$ cat src/rtl/mmio_bridge_pkg.sv
// Shared constants and types for the mmio_bridge I/O decode and read pipeline.
package mmio_bridge_pkg;

  localparam logic [17:0] IO_UART = 18'h30000;
  localparam logic [17:0] IO_CNT  = 18'h30004;

  // SRC_NONE returns 0x00: writes, unmapped I/O and the post-reset state.
  typedef enum logic [1:0] {
    SRC_NONE = 2'd0,
    SRC_RAM  = 2'd1,
    SRC_RX   = 2'd2,
    SRC_CNT  = 2'd3
  } src_e;

  function automatic logic is_io(input logic [17:0] addr);
    return addr[17:16] == 2'b11;
  endfunction

endpackage

$ cat src/rtl/mmio_bridge_byte_fifo.sv
// Circular byte FIFO with (N+1)-bit pointers; a push is accepted when full if a pop happens in the same cycle.
module byte_fifo #(
  parameter int DEPTH_LOG2 = 3
) (
  input  logic                clk_in,
  input  logic                rst_in,
  input  logic                push_in,
  input  logic [7:0]          push_data_in,
  input  logic                pop_in,
  output logic [7:0]          head_out,
  output logic                full_out,
  output logic                empty_out,
  output logic [DEPTH_LOG2:0] free_out
);

  localparam int DEPTH = 1 << DEPTH_LOG2;

  logic [7:0]          mem_q [DEPTH];
  logic [DEPTH_LOG2:0] wr_ptr_q, wr_ptr_d;
  logic [DEPTH_LOG2:0] rd_ptr_q, rd_ptr_d;
  logic                do_push, do_pop;

  assign empty_out = (wr_ptr_q == rd_ptr_q);
  assign full_out  = (wr_ptr_q[DEPTH_LOG2] != rd_ptr_q[DEPTH_LOG2]) &&
                     (wr_ptr_q[DEPTH_LOG2-1:0] == rd_ptr_q[DEPTH_LOG2-1:0]);
  assign free_out  = (DEPTH_LOG2+1)'(DEPTH) - (wr_ptr_q - rd_ptr_q);
  assign head_out  = mem_q[rd_ptr_q[DEPTH_LOG2-1:0]];

  assign do_pop  = pop_in & ~empty_out;
  assign do_push = push_in & (~full_out | do_pop);

  // Pointer advance.
  always_comb begin
    wr_ptr_d = wr_ptr_q;
    rd_ptr_d = rd_ptr_q;
    if (do_push) begin
      wr_ptr_d = wr_ptr_q + (DEPTH_LOG2+1)'(1);
    end else begin
      wr_ptr_d = wr_ptr_q;
    end
    if (do_pop) begin
      rd_ptr_d = rd_ptr_q + (DEPTH_LOG2+1)'(1);
    end else begin
      rd_ptr_d = rd_ptr_q;
    end
  end

  // Pointer registers.
  always_ff @(posedge clk_in) begin
    if (rst_in) begin
      wr_ptr_q <= '0;
      rd_ptr_q <= '0;
    end else begin
      wr_ptr_q <= wr_ptr_d;
      rd_ptr_q <= rd_ptr_d;
    end
  end

  // Storage is not reset; the pointers define what is valid.
  always_ff @(posedge clk_in) begin
    if (do_push) begin
      mem_q[wr_ptr_q[DEPTH_LOG2-1:0]] <= push_data_in;
    end
  end

endmodule

$ cat src/rtl/mmio_bridge.sv
// Byte-wide cpu bus bridge: RAM / I/O decode, UART TX FIFO, RX pop, stop flag.
// Optional cycle counter at 0x30004 enabled by macro MMIO_CYCLE_COUNTER_EN.
module mmio_bridge
  import mmio_bridge_pkg::*;
#(
  parameter int TX_DEPTH_LOG2 = 3,
  parameter int FULL_MARGIN   = 2
) (
  input  logic        clk_in,
  input  logic        rst_in,
  input  logic        rdy_in,
  input  logic [31:0] cpu_a,
  input  logic [7:0]  cpu_dout,
  input  logic        cpu_wr,
  output logic [7:0]  cpu_din,
  output logic        io_buffer_full,
  output logic [16:0] ram_a,
  output logic [7:0]  ram_dout,
  output logic        ram_wr,
  input  logic [7:0]  ram_din,
  output logic [7:0]  tx_data,
  output logic        tx_valid,
  input  logic        tx_ready,
  input  logic [7:0]  rx_data,
  input  logic        rx_empty,
  output logic        rx_pop,
  output logic        program_finish
);

  logic [17:0] addr_s;
  logic        io_s, is_uart_s, is_cnt_w_s, is_cnt_r_s;
  logic        rd_s, wr_s;
  logic        unused_hi_s;

  logic                   tx_push_s, tx_pop_s, tx_full_s, tx_empty_s;
  logic [7:0]             tx_push_data_s;
  logic [TX_DEPTH_LOG2:0] tx_free_s;

  src_e       sel_q, sel_d;
  logic [1:0] lo2_q, lo2_d;
  logic [7:0] rx_byte_q, rx_byte_d;
  logic       finish_q, finish_d;
  logic       tx_overflow_q, tx_overflow_d;
  logic       ibf_q, ibf_d;
  logic [7:0] cnt_byte_s;

  assign addr_s      = cpu_a[17:0];
  assign unused_hi_s = ^cpu_a[31:18];
  assign io_s        = is_io(addr_s);
  assign is_uart_s   = (addr_s == IO_UART);
  assign is_cnt_w_s  = (addr_s == IO_CNT);
  assign is_cnt_r_s  = (addr_s[17:2] == IO_CNT[17:2]);
  assign rd_s        = ~cpu_wr & rdy_in & ~rst_in;
  assign wr_s        = cpu_wr & rdy_in & ~rst_in;

  assign ram_a    = cpu_a[16:0];
  assign ram_dout = cpu_dout;
  assign ram_wr   = cpu_wr & ~io_s & rdy_in;
  assign rx_pop   = rd_s & is_uart_s & ~rx_empty;

  // The stop write queues 0x00 past the zero filter so the host sees an end marker.
  assign tx_push_s      = wr_s & ((is_uart_s & (cpu_dout != 8'h00)) | is_cnt_w_s);
  assign tx_push_data_s = is_cnt_w_s ? 8'h00 : cpu_dout;
  assign tx_valid       = ~tx_empty_s;
  assign tx_pop_s       = tx_valid & tx_ready & rdy_in;

  byte_fifo #(.DEPTH_LOG2(TX_DEPTH_LOG2)) u_tx_fifo (
    .clk_in       (clk_in),
    .rst_in       (rst_in),
    .push_in      (tx_push_s),
    .push_data_in (tx_push_data_s),
    .pop_in       (tx_pop_s),
    .head_out     (tx_data),
    .full_out     (tx_full_s),
    .empty_out    (tx_empty_s),
    .free_out     (tx_free_s)
  );

`ifdef MMIO_CYCLE_COUNTER_EN
  localparam logic CNT_EN = 1'b1;
  logic [31:0] cnt_q, cnt_d, latch_q, latch_d;

  // Only a byte-0 read re-latches, so bytes 1..3 stay coherent with it.
  always_comb begin
    cnt_d   = cnt_q + 32'd1;
    latch_d = latch_q;
    if (rd_s && is_cnt_r_s && (cpu_a[1:0] == 2'b00)) begin
      latch_d = cnt_q;
    end else begin
      latch_d = latch_q;
    end
  end

  // Counter and latch registers.
  always_ff @(posedge clk_in) begin
    if (rst_in) begin
      cnt_q   <= 32'd0;
      latch_q <= 32'd0;
    end else begin
      cnt_q   <= cnt_d;
      latch_q <= latch_d;
    end
  end

  assign cnt_byte_s = latch_q[{lo2_q, 3'b000} +: 8];
`else
  localparam logic CNT_EN = 1'b0;
  assign cnt_byte_s = 8'h00;
`endif

  // Read-pipeline capture, sticky flags and back-pressure.
  always_comb begin
    sel_d         = sel_q;
    lo2_d         = lo2_q;
    rx_byte_d     = rx_byte_q;
    finish_d      = finish_q;
    tx_overflow_d = tx_overflow_q | (tx_push_s & tx_full_s & ~tx_pop_s);
    ibf_d         = (int'(tx_free_s) <= FULL_MARGIN);
    if (rdy_in) begin
      if (cpu_wr) begin
        sel_d    = SRC_NONE;
        finish_d = finish_q | is_cnt_w_s;
      end else begin
        lo2_d = cpu_a[1:0];
        if (!io_s) begin
          sel_d = SRC_RAM;
        end else if (is_uart_s) begin
          sel_d     = SRC_RX;
          rx_byte_d = rx_empty ? 8'h00 : rx_data;
        end else if (is_cnt_r_s && CNT_EN) begin
          sel_d = SRC_CNT;
        end else begin
          sel_d = SRC_NONE;
        end
      end
    end else begin
      sel_d = sel_q;
    end
  end

  // Bridge state registers.
  always_ff @(posedge clk_in) begin
    if (rst_in) begin
      sel_q         <= SRC_NONE;
      lo2_q         <= 2'b00;
      rx_byte_q     <= 8'h00;
      finish_q      <= 1'b0;
      tx_overflow_q <= 1'b0;
      ibf_q         <= 1'b0;
    end else begin
      sel_q         <= sel_d;
      lo2_q         <= lo2_d;
      rx_byte_q     <= rx_byte_d;
      finish_q      <= finish_d;
      tx_overflow_q <= tx_overflow_d;
      ibf_q         <= ibf_d;
    end
  end

  // Read-data mux, one cycle after the address.
  always_comb begin
    cpu_din = 8'h00;
    case (sel_q)
      SRC_RAM: cpu_din = ram_din;
      SRC_RX:  cpu_din = rx_byte_q;
      SRC_CNT: cpu_din = cnt_byte_s;
      default: cpu_din = 8'h00;
    endcase
  end

  assign io_buffer_full = ibf_q;
  assign program_finish = finish_q;

endmodule

$ cat config.mk
export PLATFORM = sky130hd
export DESIGN_NAME = mmio_bridge
export DESIGN_NICKNAME = d
export VERILOG_FILES = /design/src/rtl/mmio_bridge_pkg.sv /design/src/rtl/mmio_bridge_byte_fifo.sv /design/src/rtl/mmio_bridge.sv
export SDC_FILE = /design/constraint.sdc
export NUM_CORES = 1
export LEC_CHECK = 0
export ABC_AREA = 1
export ABC_CLOCK_PERIOD_IN_PS = 6020
export CAP_MARGIN = 20
export CORE_ASPECT_RATIO = 1.2
export CORE_UTILIZATION = 50
export CTS_CLUSTER_SIZE = 30
export DETAILED_ROUTE_END_ITERATION = 8
export GPL_TIMING_DRIVEN = 0
export PLACE_DENSITY_LB_ADDON = 0.1
export RECOVER_POWER = 25
export SETUP_SLACK_MARGIN = 0.05
export SYNTH_ARGS = -nofsm -noshare
export SYNTH_HDL_FRONTEND = slang
export SYNTH_HIERARCHICAL = 1
export SYNTH_SLANG_ARGS = --single-unit
$ cat constraint.sdc
create_clock -name clk_in -period 6.02 [get_ports clk_in]
set_input_delay 0.903 -clock clk_in [delete_from_list [all_inputs] [get_ports clk_in]]
set_output_delay 0.903 -clock clk_in [all_outputs]
set_load 0.02 [all_outputs]
==> results.yml, run 1 <==
final_layout:
  fin_util: 0.670
  final_cells: 692
  area_growth_syn_to_layout_pct: 28.1
  fin_nets: 644
  layout-drive-gt1-share: 0.121
  antenna_cells: 0
synthesis:
  yosys_warnings: 6
  synthCells: 470
  netlist_area_um2: 4310
  avgSynthCellArea_um2: 9.17
  syn_nets: 541
critical_path:
  cp.arrival_ps: 3300
  rr_worst_depth: 12
  crit_path_max_incr_delay_ps: 630
  crit_buf_inv: 3
  cpMaxStageDelayCell: "clkdlybuf4s50_1"
  critical-path-top-delay-family: "buffers and inverters"
  path_cells: "dlygate4sd3_1 > nor2_1 > nand2_1 > nor2_1 > nand4_1 > clkbuf_1 > nor3_2 > clkdlybuf4s50_1"
  critPathMaxFanout: 10
  path_class: "input pin to output pin"
  crit_cells: 8
  crit_path_end_kind: "output pin"
  critPathLaunchType: "input pin"
  cp.required_ps: 5120
  crit_path_frequent_cell: "nor2_1"
floorplanning:
  coreArea_um2: 8240
  dieHeight_um: 104
  start_util: 0.523
  io_pins: 108
  die-area_um2: 8990
  num_rows: 36
  die_w_um: 86.7
placed_design:
  numPortBuffers: 92
  dp.cells: 676
  post-dp-hpwl_um: 7420
  gp_congestion: 0.773
  dp_slack_ps: 2300
min_path:
  min_path_type: "register to register"
  hold_depth: 2
grt:
  grt_usage: 0.234
  grt_antenna_before_repair: 0
  first_global_vias: 3378
  grt_max_degree: 15
  grt_overflow: 0
  grt_pass1_wl_um: 16000
pwr:
  total_power_mw: 1.13
  ir_drop_mv: 0.112
  power_density_nw_per_um2: 204
  p_leak_nw: 2.21
routing:
  wl_met1_um: 3810
  initialDrtViolationCount: 180
  drt_pass1_iterations: 4
  drc_errors: 0
  wl_per_cell_um: 14.1
  routed_wirelength_um: 9770
  antenna_left: 0
  wl_met3_um: 287
  met2WireLength_um: 5560
  num_vias: 3352
  route.top_layer_used: "met4"
  vias_per_cell: 4.84
timing:
  worst_pin_slew_ps: 876
  fmax_ghz: 0.238
  fin_ws_ps: 1820
  finalCriticalPeriod_ps: 4200
  final_hold_viol_count: 0
  finalCritPeriodShare: 0.698
  fin_tns_setup_ps: 0
  maxSlewViolCount: 0
  finClkSkew_ps: 6.25
  timing.slew.headroom: 0.414
  rsz0062_at_grt: "false"
  finalSetupViolations: 0
job:
  drv_cap: 0
clock_network:
  htree_levels: 3
  clock_latency_ps: 340
  cts_tree: "built"
  path_clk_slew_ps: 80
  cts_resized: 0
  cts_sinks: 87
  numCtsBuffers: 9
  ctsHoldBuffers: 0
  cts_setup_buffers: 0
  cts_max_path_buffers: 2
  cts_root_buf: "clkbuf_8"
run_status:
  status: "complete, no violations"
flip-flops by register name, indices dropped and copies added, names as in the netlist, named ones only:
signal	count
u_tx_fifo/mem_q	64
rx_byte_q	8
u_tx_fifo/rd_ptr_q	4
u_tx_fifo/wr_ptr_q	4
sel_q	2
io_buffer_full	1
program_finish	1
final timing paths:
| kind | slack, ps | startpoint | endpoint |
|---|---|---|---|
| max | 1820 | cpu_a[13] | rx_pop |
| min | 480 | program_finish | program_finish |
| max reg2reg | 2900 | u_tx_fifo/wr_ptr_q[2] | u_tx_fifo/mem_q[7][5] |
| min reg2reg | 480 | program_finish | program_finish |
per-layer routing:
layer  track usage  vias to the layer above
met4        0.0607                        0
met3        0.0478                       10
li1              -                     1711
met2         0.447                       63
met1         0.256                     1568
met5             0                        -
final cells by class:
type / count / area, µm²
well taps: 114 / 143
multi-input cells: 289 / 1420
inverters: 54 / 205
clock buffers: 10 / 128
flip-flops and latches: 87 / 2380
clock inverters: 6 / 61.3
fillers: 681 / 2720
plain buffers: 40 / 259
repair buffers: 92 / 921
tightest hold or removal path, delay by kind of cell, from the launching register on:
family | cells | cell delay [ps]
buf+inv | 1 | 50
flops | 1 | 320
compound gates | 1 | 60
per-stage QoR:
| stage | area, µm² | hold slack [ps] |
|---|---|---|
| detailed placement | 5370 | 456 |
| CTS | 5560 | 488 |
| global placement | 5370 | 439 |
| floorplan | 4310 | 454 |
| finish | 5520 | 483 |
| global route | 5520 | 493 |
cell usage in the layout, fill, tap and decap left out, drive strengths merged, types with 4 or more instances in the layout:
cell,instances
nand2,100
nor2,91
clkdlybuf4s50,89
edfxtp,64
inv,54
o21ai,34
buf,33
dfxtp,23
clkbuf,17
o22ai,16
a21oi,16
nand3,10
ha,8
nand4,4
xor2,4
power breakdown:
part | leakage (nW) | internal [mW] | switching, mW
Combinational | 1.36 | 0.0568 | 0.0438
Clock | 0.0859 | 0.190 | 0.196
Sequential | 0.760 | 0.641 | 0.000297
Power figures use the tool's default switching activity.
==> run 2, diff against run 1 <==
Settings changed: ABC_CLOCK_PERIOD_IN_PS 6020 to 4320, CORE_UTILIZATION 50 to 49.
Clock period 6.02 ns to 4.32 ns, I/O delays scaled along.
==> run 2 against run 1 <==
Die area increased by 2.0%. Combinational power up 39%. First-iteration DRC count grew 18%. Count of clock-buffer cells in the layout shrank 1. Power increased by 41%. Sequential power increased by 39%. Clock power up 45%. Register-to-register slack got worse by 1700 ps.
==> results.yml, run 2 (synthesis gave the netlist of run 1 again) <==
run_status:
  status: "complete, no violations"
routing:
  routed_wirelength_um: 10100
  wl_per_cell_um: 14.6
  drt_pass1_iterations: 5
  vias_per_cell: 4.91
  drc_errors: 0
  initialDrtViolationCount: 212
  num_vias: 3412
  antenna_left: 0
timing:
  finalSetupViolations: 0
  fin_tns_setup_ps: 0
  fmax_ghz: 0.280
  rsz0062_at_grt: "false"
  final_hold_viol_count: 0
  finClkSkew_ps: 10.5
  maxSlewViolCount: 0
  finalCriticalPeriod_ps: 3570
  finalCritPeriodShare: 0.826
  timing.slew.headroom: 0.363
  worst_pin_slew_ps: 952
floorplanning:
  num_rows: 37
  die-area_um2: 9170
  dieHeight_um: 105
  io_pins: 108
  coreArea_um2: 8560
  start_util: 0.503
  die_w_um: 87.6
final_layout:
  fin_util: 0.646
  layout-drive-gt1-share: 0.123
  area_growth_syn_to_layout_pct: 28.4
  largest_reg_flops: 64
  layout_commonest_cell: "nand2_1"
  antenna_cells: 0
  layout_common_cells: "nand2_1 (94), clkdlybuf4s50_1 (89), nor2_1 (85)"
  fin_nets: 644
  fin_area_um2: 5530
clock_network:
  cts_sinks: 87
  cts_tree: "built"
  clock_latency_ps: 350
  cts_setup_buffers: 0
  numCtsBuffers: 9
  ctsHoldBuffers: 0
  path_clk_slew_ps: 90
  cts_resized: 0
  htree_levels: 3
  cts_root_buf: "clkbuf_8"
  cts_max_path_buffers: 2
grt:
  grt_usage: 0.235
  grt_max_degree: 16
  grt_overflow: 0
  first_global_vias: 3265
  grt_pass1_wl_um: 16100
  grt_antenna_before_repair: 0
pwr:
  power_density_nw_per_um2: 288
  ir_drop_mv: 0.146
  p_leak_nw: 2.22
critical_path:
  critPathLaunchType: "input pin"
  cp.arrival_ps: 2920
  path_class: "input pin to output pin"
  cp.required_ps: 3670
  crit_path_end_kind: "output pin"
  critPathMaxFanout: 10
placed_design:
  post-dp-hpwl_um: 7360
  placed_cell_area_um2: 5380
  numPortBuffers: 92
  gp_congestion: 0.802
job:
  drv_cap: 0
min_path:
  min_path_type: "register to register"
run 2: final cells by class:
class	instances	area, µm²
Inverter	54	205
Buffer	40	267
Clock inverter	7	72.6
Timing Repair Buffer	92	921
Sequential cell	87	2380
Clock buffer	9	124
Fill cell	705	3030
Multi-Input combinational cell	289	1420
Tap cell	117	146
run 2: final timing paths:
kind                          from               endpoint  slack [ps]  cells past startpoint
min                 program_finish         program_finish         470                      2
min reg2reg         program_finish         program_finish         470                      2
max reg2reg  u_tx_fifo/wr_ptr_q[2]  u_tx_fifo/mem_q[3][2]        1160                     12
max                       cpu_a[8]                 rx_pop         750                      8
run 2: power breakdown:
group          switching [mW]  leakage, nW  internal [mW]
registers            0.000380        0.760          0.894
logic                  0.0609         1.36         0.0792
clock network           0.292       0.0972          0.268
run 2: per-stage QoR:
step / total power, mW / hold slack, ps / setup WS, ps / std cells
floorplan: 0.973 / 454 / 1800 / 470
global placement: 1.05 / 437 / 760 / 679
detailed placement: 1.06 / 459 / 725 / 679
CTS: 1.60 / 472 / 1060 / 695
global route: 1.65 / 492 / 524 / 695
finish: 1.59 / 468 / 751 / 695
run 2: critical path, stage by stage:
cell and delay, ps:
dlygate4sd3_1 560, nor2_1 110, nand2_1 60, nor2_1 260, nand4_1 300, buf_6 240
nor3_2 110, clkdlybuf4s50_1 640
run 2: layer usage:
layer | part of all wire | track usage | vias up
met2 | 0.53 | 0.425 | 112
met4 | 0.0088 | 0.0632 | 0
met3 | 0.051 | 0.0308 | 7
li1 | - | - | 1709
met1 | 0.41 | 0.288 | 1584
met5 | 0 | 0 | -
==> run 3, diff against run 2 <==
Settings changed: ABC_CLOCK_PERIOD_IN_PS 4320 to 3200, CORE_UTILIZATION 49 to 45.
Clock period 4.32 ns to 3.2 ns, I/O delays scaled along.
==> run 3 against run 2 <==
Non-clock buffer count stayed put. Sequential power increased by 35%. Power rose by 31%. Via count shrank 1.4%. Final area increased by 0.47%. Critical endpoint unchanged.
==> results.yml, run 3 (synthesis gave the netlist of run 1 again) <==
placed_design:
  dp.cells: 682
  post-dp-hpwl_um: 7300
  numPortBuffers: 92
  gp_congestion: 0.784
grt:
  top_usage_layer: "met2"
  first_global_vias: 3300
  grt_max_degree: 15
  grt.met1_usage: 0.238
  grt_overflow: 0
  grt_pass1_wl_um: 15800
  use_met3: 0.0230
  globalRouteMet2Util: 0.401
  grt_antenna_before_repair: 0
  grt_usage: 0.207
min_path:
  hold_start: "program_finish"
  hold_depth: 2
  min_path_type: "register to register"
  min_to: "program_finish"
pwr:
  clkPwrFrac: 0.332
  p_sw_frac: 0.215
  ir_drop_mv: 0.195
  power_frac_comb: 0.091
  power_density_nw_per_um2: 376
  pwr-share-seq: 0.577
  p_int_mw: 1.64
  switchingPower_mw: 0.449
  p_leak_nw: 2.23
clock_network:
  cts_sinks: 87
  ctsHoldBuffers: 0
  cts_max_path_buffers: 2
  clock_latency_ps: 350
  cts_tree: "built"
  htree_levels: 3
  numCtsBuffers: 9
  path_clk_slew_ps: 70
  cts_root_buf: "clkbuf_8"
final_layout:
  layout_common_cells: "nand2_1 (93), clkdlybuf4s50_1 (90), nor2_1 (80)"
  layout-drive-gt1-share: 0.131
  final_cells: 698
  fin_nets: 644
  area_growth_syn_to_layout_pct: 29.0
  largest_reg_flops: 64
  antenna_cells: 0
  layout_commonest_cell: "nand2_1"
routing:
  drt_pass1_iterations: 4
  num_vias: 3363
  drc_errors: 0
  initialDrtViolationCount: 138
  wl_per_cell_um: 13.9
  vias_per_cell: 4.82
  routed_wirelength_um: 9680
  antenna_left: 0
floorplanning:
  num_rows: 38
  die-area_um2: 9970
  start_util: 0.469
  die_w_um: 91.3
  dieHeight_um: 109
  coreArea_um2: 9180
  io_pins: 108
timing:
  holdWs_ps: 454
  finalCriticalPeriod_ps: 2960
  timing.slew.headroom: 0.525
  final_hold_viol_count: 0
  fmax_ghz: 0.338
  maxSlewViolCount: 0
  fin_tns_setup_ps: 0
  worst_pin_slew_ps: 709
  finClkSkew_ps: 13.4
  finalSetupViolations: 0
  rsz0062_at_grt: "false"
  finalCritPeriodShare: 0.924
critical_path:
  path_class: "input pin to output pin"
  path_cells: "clkdlybuf4s50_1 > inv_1 > nor2_1 > nand4_4 > buf_6 > nor3_2 > clkdlybuf4s50_1"
  crit_path_frequent_cell: "clkdlybuf4s50_1"
  crit_path_end_kind: "output pin"
  cp.required_ps: 2720
  critPathLaunchType: "input pin"
  crit_buf_inv: 4
  cpMaxStageDelayCell: "clkdlybuf4s50_1"
  rr_worst_depth: 12
  crit_path_max_incr_delay_ps: 620
  critical-path-top-delay-family: "buffers and inverters"
  cp.arrival_ps: 2480
  critPathMaxFanout: 10
  rrSetupSlack_ps: 320
  r2r_end: "u_tx_fifo/mem_q[1][7]"
  r2r-start: "u_tx_fifo/wr_ptr_q[2]"
run_status:
  status: "complete, no violations"
job:
  drv_cap: 0
## run 3: routing by layer
| metal | wire, µm | up-vias |
|---|---|---|
| met4 | 79 | 0 |
| met5 | 0 | - |
| met1 | 4110 | 1590 |
| met3 | 215 | 7 |
| met2 | 5280 | 50 |
| li1 | - | 1716 |
## run 3: power by group through the flow
stage | Sequential [mW] | Combinational [mW] | Clock (mW)
final | 1.21 | 0.190 | 0.694
after global routing | 1.21 | 0.205 | 0.747
after CTS | 1.21 | 0.193 | 0.702
after detailed placement | 1.23 | 0.193 | 0
after global placement | 1.23 | 0.190 | 0
after floorplan | 1.23 | 0.0811 | 0
## run 3: worst max-delay path by stage
stage                     startpoint               endpoint  slack, ps  cells past startpoint
5_1_grt                    cpu_a[13]  u_tx_fifo/mem_q[1][7]         60                     10
3_5_place_dp                cpu_a[8]  u_tx_fifo/mem_q[7][3]       -160                     10
2_1_floorplan  u_tx_fifo/wr_ptr_q[2]  u_tx_fifo/mem_q[1][0]        770                     12
3_3_place_gp               cpu_a[13]  u_tx_fifo/mem_q[7][3]       -110                     10
4_1_cts        u_tx_fifo/wr_ptr_q[2]  u_tx_fifo/mem_q[7][7]        190                     12
6_report                      rdy_in                 rx_pop        240                      7
## run 3: stage by stage
| stage | area [µm²] | power [mW] | utilization | worst slack (ps) |
|---|---|---|---|---|
| after global placement | 5380 | 1.42 | 0.586 | -105 |
| after floorplan | 4310 | 1.31 | - | 769 |
| after detailed placement | 5380 | 1.43 | 0.586 | -158 |
| final | 5560 | 2.09 | 0.606 | 244 |
| after global routing | 5560 | 2.16 | 0.606 | 61.8 |
| after CTS | 5560 | 2.10 | 0.606 | 188 |
## run 3: tightest hold or removal path: stages, from the launching register on
cell and delay (ps):
dfxtp_1 310, inv_1 50, a21oi_1 50
## run 3: cell type report
type / instances / area [µm²]
Clock inverter: 3 / 17.5
Fill cell: 806 / 3620
Multi-Input combinational cell: 289 / 1460
Timing Repair Buffer: 92 / 921
Clock buffer: 13 / 160
Tap cell: 120 / 150
Inverter: 54 / 205
Buffer: 40 / 268
Sequential cell: 87 / 2380
## run 3: timing repair
| item | in CTS | in global routing |
|---|---|---|
| buffers inserted | 0 | 0 |
| gates resized for setup | 0 | 3 |
| setup endpoints to repair | 0 | 20 |
